### config.mk
export PLATFORM = sky130hd
export DESIGN_NAME = branch_sequencer
export DESIGN_NICKNAME = d
export VERILOG_FILES = /design/src/rtl/branch_sequencer.sv
export SDC_FILE = /design/constraint.sdc
export NUM_CORES = 1
export LEC_CHECK = 0
export CORE_MARGIN = 2
export CORE_UTILIZATION = 46
export DETAILED_ROUTE_END_ITERATION = 8
export HOLD_SLACK_MARGIN = 0.02
export MAX_ROUTING_LAYER = met4
export PLACE_DENSITY = 0.79
export RECOVER_POWER = 100
export SLEW_MARGIN = 10
export SYNTH_ARGS = -nofsm -noshare
export SYNTH_HDL_FRONTEND = slang
export SYNTH_SLANG_ARGS = --single-unit
### constraint.sdc
create_clock -name clock -period 2.5 [get_ports clock]
set_input_delay 0.25 -clock clock [delete_from_list [all_inputs] [get_ports clock]]
set_output_delay 0.25 -clock clock [all_outputs]
set_load 0.01 [all_outputs]
### src/rtl/branch_sequencer.sv
// ---------------------------------------------------------------------------
// branch_sequencer
//
// Control sequencer for the fetch + conditional-branch path of the RISC
// datapath. Walks T0..T6 issuing the datapath strobes, stretches the memory
// read in T1 by MEM_WAIT cycles, flags non-branch opcodes at T3 and keeps
// saturating counts of executed and taken branches.
//
// Ports:
//   clock, clear          rising-edge clock, synchronous active-high reset
//   start                 request one fetch+branch sequence (sampled in IDLE/T6)
//   ir_op                 IR[31:27] from the datapath
//   con_out               CON flip-flop output, used only in T6
//   busy                  high in every state except IDLE
//   done                  one-cycle pulse on the final cycle of a sequence
//   illegal_op            sticky flag: last sequence saw a non-branch opcode
//   pc_out .. c_out       datapath strobes
//   alu_code              ALU operation select
//   branch_count          completed branch sequences (saturating)
//   taken_count           branches taken in T6 (saturating)
// ---------------------------------------------------------------------------
module branch_sequencer #(
    parameter int         MEM_WAIT = 0,
    parameter logic [4:0] OPC_BR   = 5'b10010,
    parameter logic [4:0] ALU_INC  = 5'b11111,
    parameter logic [4:0] ALU_ADD  = 5'b00011,
    parameter int         CNT_W    = 16
) (
    input  logic             clock,
    input  logic             clear,
    input  logic             start,
    input  logic [4:0]       ir_op,
    input  logic             con_out,
    output logic             busy,
    output logic             done,
    output logic             illegal_op,
    output logic             pc_out,
    output logic             mar_in,
    output logic             z_in,
    output logic             zlo_out,
    output logic             pc_in,
    output logic             mem_read,
    output logic             mdr_in,
    output logic             mdr_out,
    output logic             ir_in,
    output logic             gra,
    output logic             r_out,
    output logic             con_in,
    output logic             y_in,
    output logic             c_out,
    output logic [4:0]       alu_code,
    output logic [CNT_W-1:0] branch_count,
    output logic [CNT_W-1:0] taken_count
);

    localparam logic [3:0] MW = 4'(MEM_WAIT);

    typedef enum logic [2:0] {
        S_IDLE, S_T0, S_T1, S_T2, S_T3, S_T4, S_T5, S_T6
    } state_t;

    state_t           state_q, state_d;
    logic [3:0]       wcnt_q, wcnt_d;
    logic             illegal_q, illegal_d;
    logic [CNT_W-1:0] branch_cnt_q, branch_cnt_d;
    logic [CNT_W-1:0] taken_cnt_q, taken_cnt_d;

    always_ff @(posedge clock) begin
        if (clear) begin
            state_q      <= S_IDLE;
            wcnt_q       <= '0;
            illegal_q    <= 1'b0;
            branch_cnt_q <= '0;
            taken_cnt_q  <= '0;
        end else begin
            state_q      <= state_d;
            wcnt_q       <= wcnt_d;
            illegal_q    <= illegal_d;
            branch_cnt_q <= branch_cnt_d;
            taken_cnt_q  <= taken_cnt_d;
        end
    end

    always_comb begin
        state_d      = state_q;
        wcnt_d       = wcnt_q;
        illegal_d    = illegal_q;
        branch_cnt_d = branch_cnt_q;
        taken_cnt_d  = taken_cnt_q;
        done         = 1'b0;
        pc_out       = 1'b0;
        mar_in       = 1'b0;
        z_in         = 1'b0;
        zlo_out      = 1'b0;
        pc_in        = 1'b0;
        mem_read     = 1'b0;
        mdr_in       = 1'b0;
        mdr_out      = 1'b0;
        ir_in        = 1'b0;
        gra          = 1'b0;
        r_out        = 1'b0;
        con_in       = 1'b0;
        y_in         = 1'b0;
        c_out        = 1'b0;
        alu_code     = 5'b0;

        case (state_q)
            S_IDLE: begin
                if (start) begin
                    state_d   = S_T0;
                    illegal_d = 1'b0;  // new sequence clears the sticky flag
                end
            end
            S_T0: begin
                pc_out   = 1'b1;
                mar_in   = 1'b1;
                z_in     = 1'b1;
                alu_code = ALU_INC;
                wcnt_d   = '0;
                state_d  = S_T1;
            end
            S_T1: begin
                // memread is held for MEM_WAIT extra cycles; MDR captures
                // only on the last one, together with the PC+1 writeback.
                mem_read = 1'b1;
                if (wcnt_q < MW) begin
                    wcnt_d = wcnt_q + 4'd1;
                end else begin
                    zlo_out = 1'b1;
                    pc_in   = 1'b1;
                    mdr_in  = 1'b1;
                    state_d = S_T2;
                end
            end
            S_T2: begin
                mdr_out = 1'b1;
                ir_in   = 1'b1;
                state_d = S_T3;
            end
            S_T3: begin
                if (ir_op == OPC_BR) begin
                    gra     = 1'b1;
                    r_out   = 1'b1;
                    con_in  = 1'b1;
                    state_d = S_T4;
                end else begin
                    // Not a branch: end early, counters left untouched.
                    done      = 1'b1;
                    illegal_d = 1'b1;
                    state_d   = S_IDLE;
                end
            end
            S_T4: begin
                pc_out  = 1'b1;
                y_in    = 1'b1;
                state_d = S_T5;
            end
            S_T5: begin
                c_out    = 1'b1;
                z_in     = 1'b1;
                alu_code = ALU_ADD;
                state_d  = S_T6;
            end
            S_T6: begin
                done = 1'b1;
                if (con_out) begin
                    zlo_out = 1'b1;
                    pc_in   = 1'b1;
                end
                if (branch_cnt_q != '1)
                    branch_cnt_d = branch_cnt_q + CNT_W'(1);
                if (con_out && (taken_cnt_q != '1))
                    taken_cnt_d = taken_cnt_q + CNT_W'(1);
                if (start) begin
                    state_d   = S_T0;  // back-to-back, no idle cycle
                    illegal_d = 1'b0;
                end else begin
                    state_d = S_IDLE;
                end
            end
            default: state_d = S_IDLE;
        endcase
    end

    assign busy         = (state_q != S_IDLE);
    assign illegal_op   = illegal_q;
    assign branch_count = branch_cnt_q;
    assign taken_count  = taken_cnt_q;

endmodule

==> impl_metrics.toml, run 1 <==
[clocking]
cts.sinks = 36
insertion_delay_ns = 0.29
cts_setup_buffers = 0
cts_max_path_buffers = 2
clock_tree.root_cell = "clkbuf_8"
clk_pin_slew_ns = 0.08
cts_tree = "yes"
hold_buffers = 0
cts.repair.resized = 0
htree_num_levels = 2
numCtsBuffers = 5

[critical_path]
crit_chain = "inv_1 -> ha_1 -> and2_1 -> or2_2 -> dlygate4sd3_1"
cpPeakStageDelay_ns = 0.61
worstPathRequired_ns = 2.25
start_kind = "register"
endpoint_kind = "primary output"
critPathMaxFanout = 5
crit_arrival_ns = 2.14
critPathTopFamily = "buffers and inverters"
crit_buf_inv = 2
worstSetupPathType = "reg2out"
cpMaxStageDelayCell = "dlygate4sd3_1"

[power]
cellLeakagePower_nw = 1.02
combinationalPowerShare_pct = 32.4
pwr_density_cell_mw_per_mm2 = 575
ir_drop_v = 0.000552
power_frac_clock_pct = 28.3
switchingPower_mw = 0.482
seqPwrFrac_pct = 39.3
power.share.switching_pct = 31.1
intPower_mw = 1.07

[synth]
synth_top_cell_by_area = "dfxtp_1"
yosysSeqAreaShare_pct = 36.1
syn_avg_cell_area_um2 = 8.18
yosysWarnings = 0
ys.flop_type = "dfxtp_1"
synth_area_leaders = "dfxtp_1 (36%), a21oi_1 (6.8%), or3_1 (5.6%)"
synth_cell_types = 39
synth_edf_count = 0
synth_area_mm2 = 0.00200
synth_seq_cells = 36
synth_top_area_share_pct = 36.1
syn_nets = 260
synthCells = 244
async_reset_ff_share_pct = 0

[layout]
final_nets = 319
fillCellCount = 367
layout_commonest_cell = "dlygate4sd3_1"
antenna_cells = 0
layout-drive-gt1-share_pct = 4.61
final_cell_mix = "dlygate4sd3_1 (50), dfxtp_1 (36), a21oi_1 (27)"
fin_util_pct = 65.9
seqCellArea_um2 = 721
multi_input_area_mm2 = 0.00112
finish.instance_area_mm2 = 0.00269
syn2layout_area_growth_pct = 34.8

[global_route]
grt_use_met3_pct = 4.04
grt_busiest_layer = "met2"
first_global_vias = 1806
grt_use_met1_pct = 25.3
grt_use_total_pct = 20.2
grt_first_pass_wirelength_um = 8020
grt_max_degree = 17
antenna_found_initial = 0
globalRoute.totalOverflow = 0
grtUsageMet2_pct = 33.0

[floorplanning]
die_x_um = 69.9
rows = 23
ios = 63
die_area_mm2 = 0.00488
core-area_mm2 = 0.00409
dieHeight_um = 69.9
start_util_pct = 48.9

[timing]
final-hold-violation-count = 0
hold_ws_ns = 0.505
fin_crit_sh_pct = 95.5
fmax_ghz = 0.419
slew-limit-headroom_pct = 61.5
tightest_slew_ns = 0.577
period_needed_ns = 2.39
setup_slack_ns = 0.113
grt_setup_unrepaired = "no"
tns_ns = 0
fin_skew_ns = 0.00660
setup_viol = 0
drv_slew = 0

[outcome]
status = "complete, no violations"

[routing]
wl_per_cell_um = 13.6
drc = 0
antenna_left = 0
viasPerCell = 5.72
via_count = 2026
initialDrtViolationCount = 90
finalWirelength_um = 4800
first_pass_iters = 4

[flow_run]
drv_cap = 0

[hold_path]
hold_path_class = "reg2reg"

[placement]
placed_area_mm2 = 0.00263
place_hpwl_um = 3460
finalWeightedCongestion = 0.780
dp_worst_setup_slack_ns = 0.233
io_buffer_count = 62
==> kinds of logic (layout without fill, tap and decap cells) <==
| group | after synthesis | count (layout) | synth area share [%] |
|---|---|---|---|
| simple gates | 103 | 103 | 29.8 |
| compound gates | 65 | 65 | 19.9 |
| flops | 36 | 36 | 36.1 |
| buf+inv | 27 | 87 | 6.89 |
| fa+ha+maj | 7 | 7 | 4.39 |
| mux | 4 | 4 | 2.07 |
| xor+xnor | 2 | 2 | 0.877 |
==> power by group through the flow <==
| stage | sequential, mW | combinational [mW] | clock (mW) |
|---|---|---|---|
| floorplan | 0.618 | 0.329 | 0 |
| global placement | 0.620 | 0.543 | 0 |
| detailed placement | 0.621 | 0.543 | 0 |
| CTS | 0.608 | 0.550 | 0.446 |
| finish | 0.608 | 0.501 | 0.438 |
| global route | 0.612 | 0.555 | 0.472 |
==> path summary, 6_finish.rpt <==
path | start | endpoint | slack (ns) | cells past startpoint
setup / recovery | state_q[0] | alu_code[1] | 0.11 | 5
hold / removal | branch_count[13] | branch_count[13] | 0.50 | 2
setup reg to reg | state_q[0] | taken_count[15] | 0.29 | 5
hold reg to reg | branch_count[13] | branch_count[13] | 0.50 | 2
==> registers in the layout, indices dropped and copies added, names as in the netlist <==
| signal | count |
|---|---|
| taken_count | 16 |
| state_q | 3 |
| illegal_op | 1 |
| branch_count | 16 |
==> worst register-to-register path, cell delays in order, from the launching register on <==
cell     delay (ns)
dfxtp_1        0.42
ha_1           0.29
nand3_1        0.15
or4_1          0.63
or4_1          0.51
a21oi_1        0.16
==> layer usage <==
metal	wire length, µm	vias to the layer above
li1	-	1035
met4	49	0
met1	2270	933
met5	0	-
met2	2230	53
met3	255	5
==> synthesized netlist by cell type (2+ instances only) <==
cell	n
or4_1	10
o21ai_0	18
mux2i_1	3
o41ai_2	2
buf_1	2
o31ai_1	10
nand2_1	12
nand3_1	14
nand4_1	9
buf_2	2
nor2_1	9
or2_2	2
or3_1	18
nand2b_1	4
buf_4	9
a21oi_1	27
nor3_1	6
clkbuf_1	4
and2_1	4
ha_1	7
o2111ai_1	2
xor2_1	2
nor2b_1	4
nor4_1	2
inv_1	10
and3_1	4
dfxtp_1	36
==> per-stage QoR <==
stage	total power, mW	std cells
3_3_place_gp	1.16	346
2_1_floorplan	0.947	244
5_1_grt	1.64	354
4_1_cts	1.60	354
3_5_place_dp	1.16	346
6_report	1.55	354
==> final cells by class <==
cell class	count	area share (%)
multi-input cells	181	41.6
flip-flops and latches	36	26.8
repair buffers	69	24.4
clock buffers	7	3.21
well taps	50	2.32
inverters	10	1.39
clock inverters	1	0.279
Power figures use the tool's default switching activity.
==> run 2, diff against run 1 <==
--- a/config.mk
+++ b/config.mk
@@ -6,11 +6,12 @@
 export NUM_CORES = 1
 export LEC_CHECK = 0
 export CORE_MARGIN = 2
-export CORE_UTILIZATION = 46
+export CORE_UTILIZATION = 48
+export CTS_BUF_LIST = sky130_fd_sc_hd__clkbuf_4
 export DETAILED_ROUTE_END_ITERATION = 8
 export HOLD_SLACK_MARGIN = 0.02
 export MAX_ROUTING_LAYER = met4
-export PLACE_DENSITY = 0.79
+export PLACE_DENSITY = 0.82
 export RECOVER_POWER = 100
 export SLEW_MARGIN = 10
 export SYNTH_ARGS = -nofsm -noshare
==> impl_metrics.toml, run 2 (synthesis gave the netlist of run 1 again) <==
[critical_path]
start_kind = "register"
crit_chain = "inv_1 -> ha_1 -> and2_1 -> or2_2 -> clkdlybuf4s50_1"
cpPeakStageDelay_ns = 0.49
crit_arrival_ns = 2.11
worstPathRequired_ns = 2.25
worstSetupPathType = "reg2out"
critPathMaxFanout = 5
cpMaxStageDelayCell = "clkdlybuf4s50_1"
endpoint_kind = "primary output"

[timing]
slew-limit-headroom_pct = 47.9
setup_viol = 0
fin_skew_ns = 0.00986
tightest_slew_ns = 0.779
fin_crit_sh_pct = 94.3
grt_setup_unrepaired = "no"
fmax_ghz = 0.424
setup_slack_ns = 0.141
drv_slew = 0
period_needed_ns = 2.36
final-hold-violation-count = 0
tns_ns = 0

[placement]
place_hpwl_um = 3530
io_buffer_count = 62
dp_worst_setup_slack_ns = 0.175
finalWeightedCongestion = 0.786

[global_route]
grt_use_met1_pct = 27.9
grt_first_pass_wirelength_um = 7910
grt_use_met3_pct = 4.38
globalRoute.totalOverflow = 0
grt_max_degree = 22
first_global_vias = 1828
grtUsageMet2_pct = 37.1
grt_busiest_layer = "met2"
antenna_found_initial = 0
grt_use_total_pct = 22.9

[floorplanning]
start_util_pct = 49.9
die_area_mm2 = 0.00469
die_x_um = 68.5
dieHeight_um = 68.5
ios = 63
rows = 23
core-area_mm2 = 0.00400

[layout]
layout_commonest_cell = "dlygate4sd3_1"
final_nets = 318
layout-drive-gt1-share_pct = 5.28
fin_util_pct = 67.2
final_cell_mix = "dlygate4sd3_1 (48), dfxtp_1 (36), a21oi_1 (27)"
syn2layout_area_growth_pct = 34.5
antenna_cells = 0

[routing]
via_count = 2059
first_pass_iters = 4
wl_per_cell_um = 14.2
drc = 0
antenna_left = 0
viasPerCell = 5.83
initialDrtViolationCount = 80
finalWirelength_um = 5000

[clocking]
clock_tree.root_cell = "clkbuf_4"
cts_max_path_buffers = 2
cts.sinks = 36
clk_pin_slew_ns = 0.11
numCtsBuffers = 5
hold_buffers = 0
cts_tree = "yes"
insertion_delay_ns = 0.35
cts.repair.resized = 0
htree_num_levels = 2
cts_setup_buffers = 0

[outcome]
status = "complete, no violations"

[hold_path]
hold_path_class = "reg2reg"

[power]
pwr_density_cell_mw_per_mm2 = 573
ir_drop_v = 0.000433
cellLeakagePower_nw = 1.02

[flow_run]
drv_cap = 0
run 2: routing by layer:
metal | part of all wire [%] | vias up | routed length [µm]
met5 | 0 | - | 0
met4 | 1.4 | 0 | 70
met3 | 5.2 | 6 | 259
met2 | 48 | 68 | 2380
met1 | 46 | 962 | 2290
li1 | - | 1023 | -
run 2: worst paths after layout:
| kind | startpoint | to | slack [ns] | depth (start not counted) |
|---|---|---|---|---|
| max | state_q[0] | z_in | 0.14 | 5 |
| min | branch_count[13] | branch_count[13] | 0.49 | 2 |
| max reg2reg | state_q[0] | taken_count[15] | 0.28 | 5 |
| min reg2reg | branch_count[13] | branch_count[13] | 0.49 | 2 |
run 2: power by group:
part           leakage [nW]  internal (mW)  switching (mW)
Sequential            0.290          0.591          0.0196
Combinational         0.684          0.258           0.246
Clock                0.0456          0.220           0.205
run 2: area by class of cell:
type,count,area (µm²)
clock buffers,6,45.0
clock inverters,2,35.0
fillers,363,1310
inverters,10,37.5
multi-input cells,181,1130
flip-flops and latches,36,721
well taps,50,62.6
repair buffers,68,652
run 2: through the flow:
stage | total power [mW] | cells | cell area, µm² | hold slack (ns)
after floorplan | 0.947 | 244 | 2000 | 0.427
after global placement | 1.16 | 345 | 2630 | 0.477
after detailed placement | 1.16 | 345 | 2630 | 0.483
after CTS | 1.59 | 353 | 2710 | 0.499
after global routing | 1.63 | 353 | 2690 | 0.522
final | 1.54 | 353 | 2690 | 0.495
run 2: critical path: cells and delay by family (launching register included):
kind                     cells  cell delay (ns)
flip-flops                   1             0.42
adder cells (fa/ha/maj)      1             0.24
AND/OR/NAND/NOR              2             0.53
buffers and inverters        2             0.57
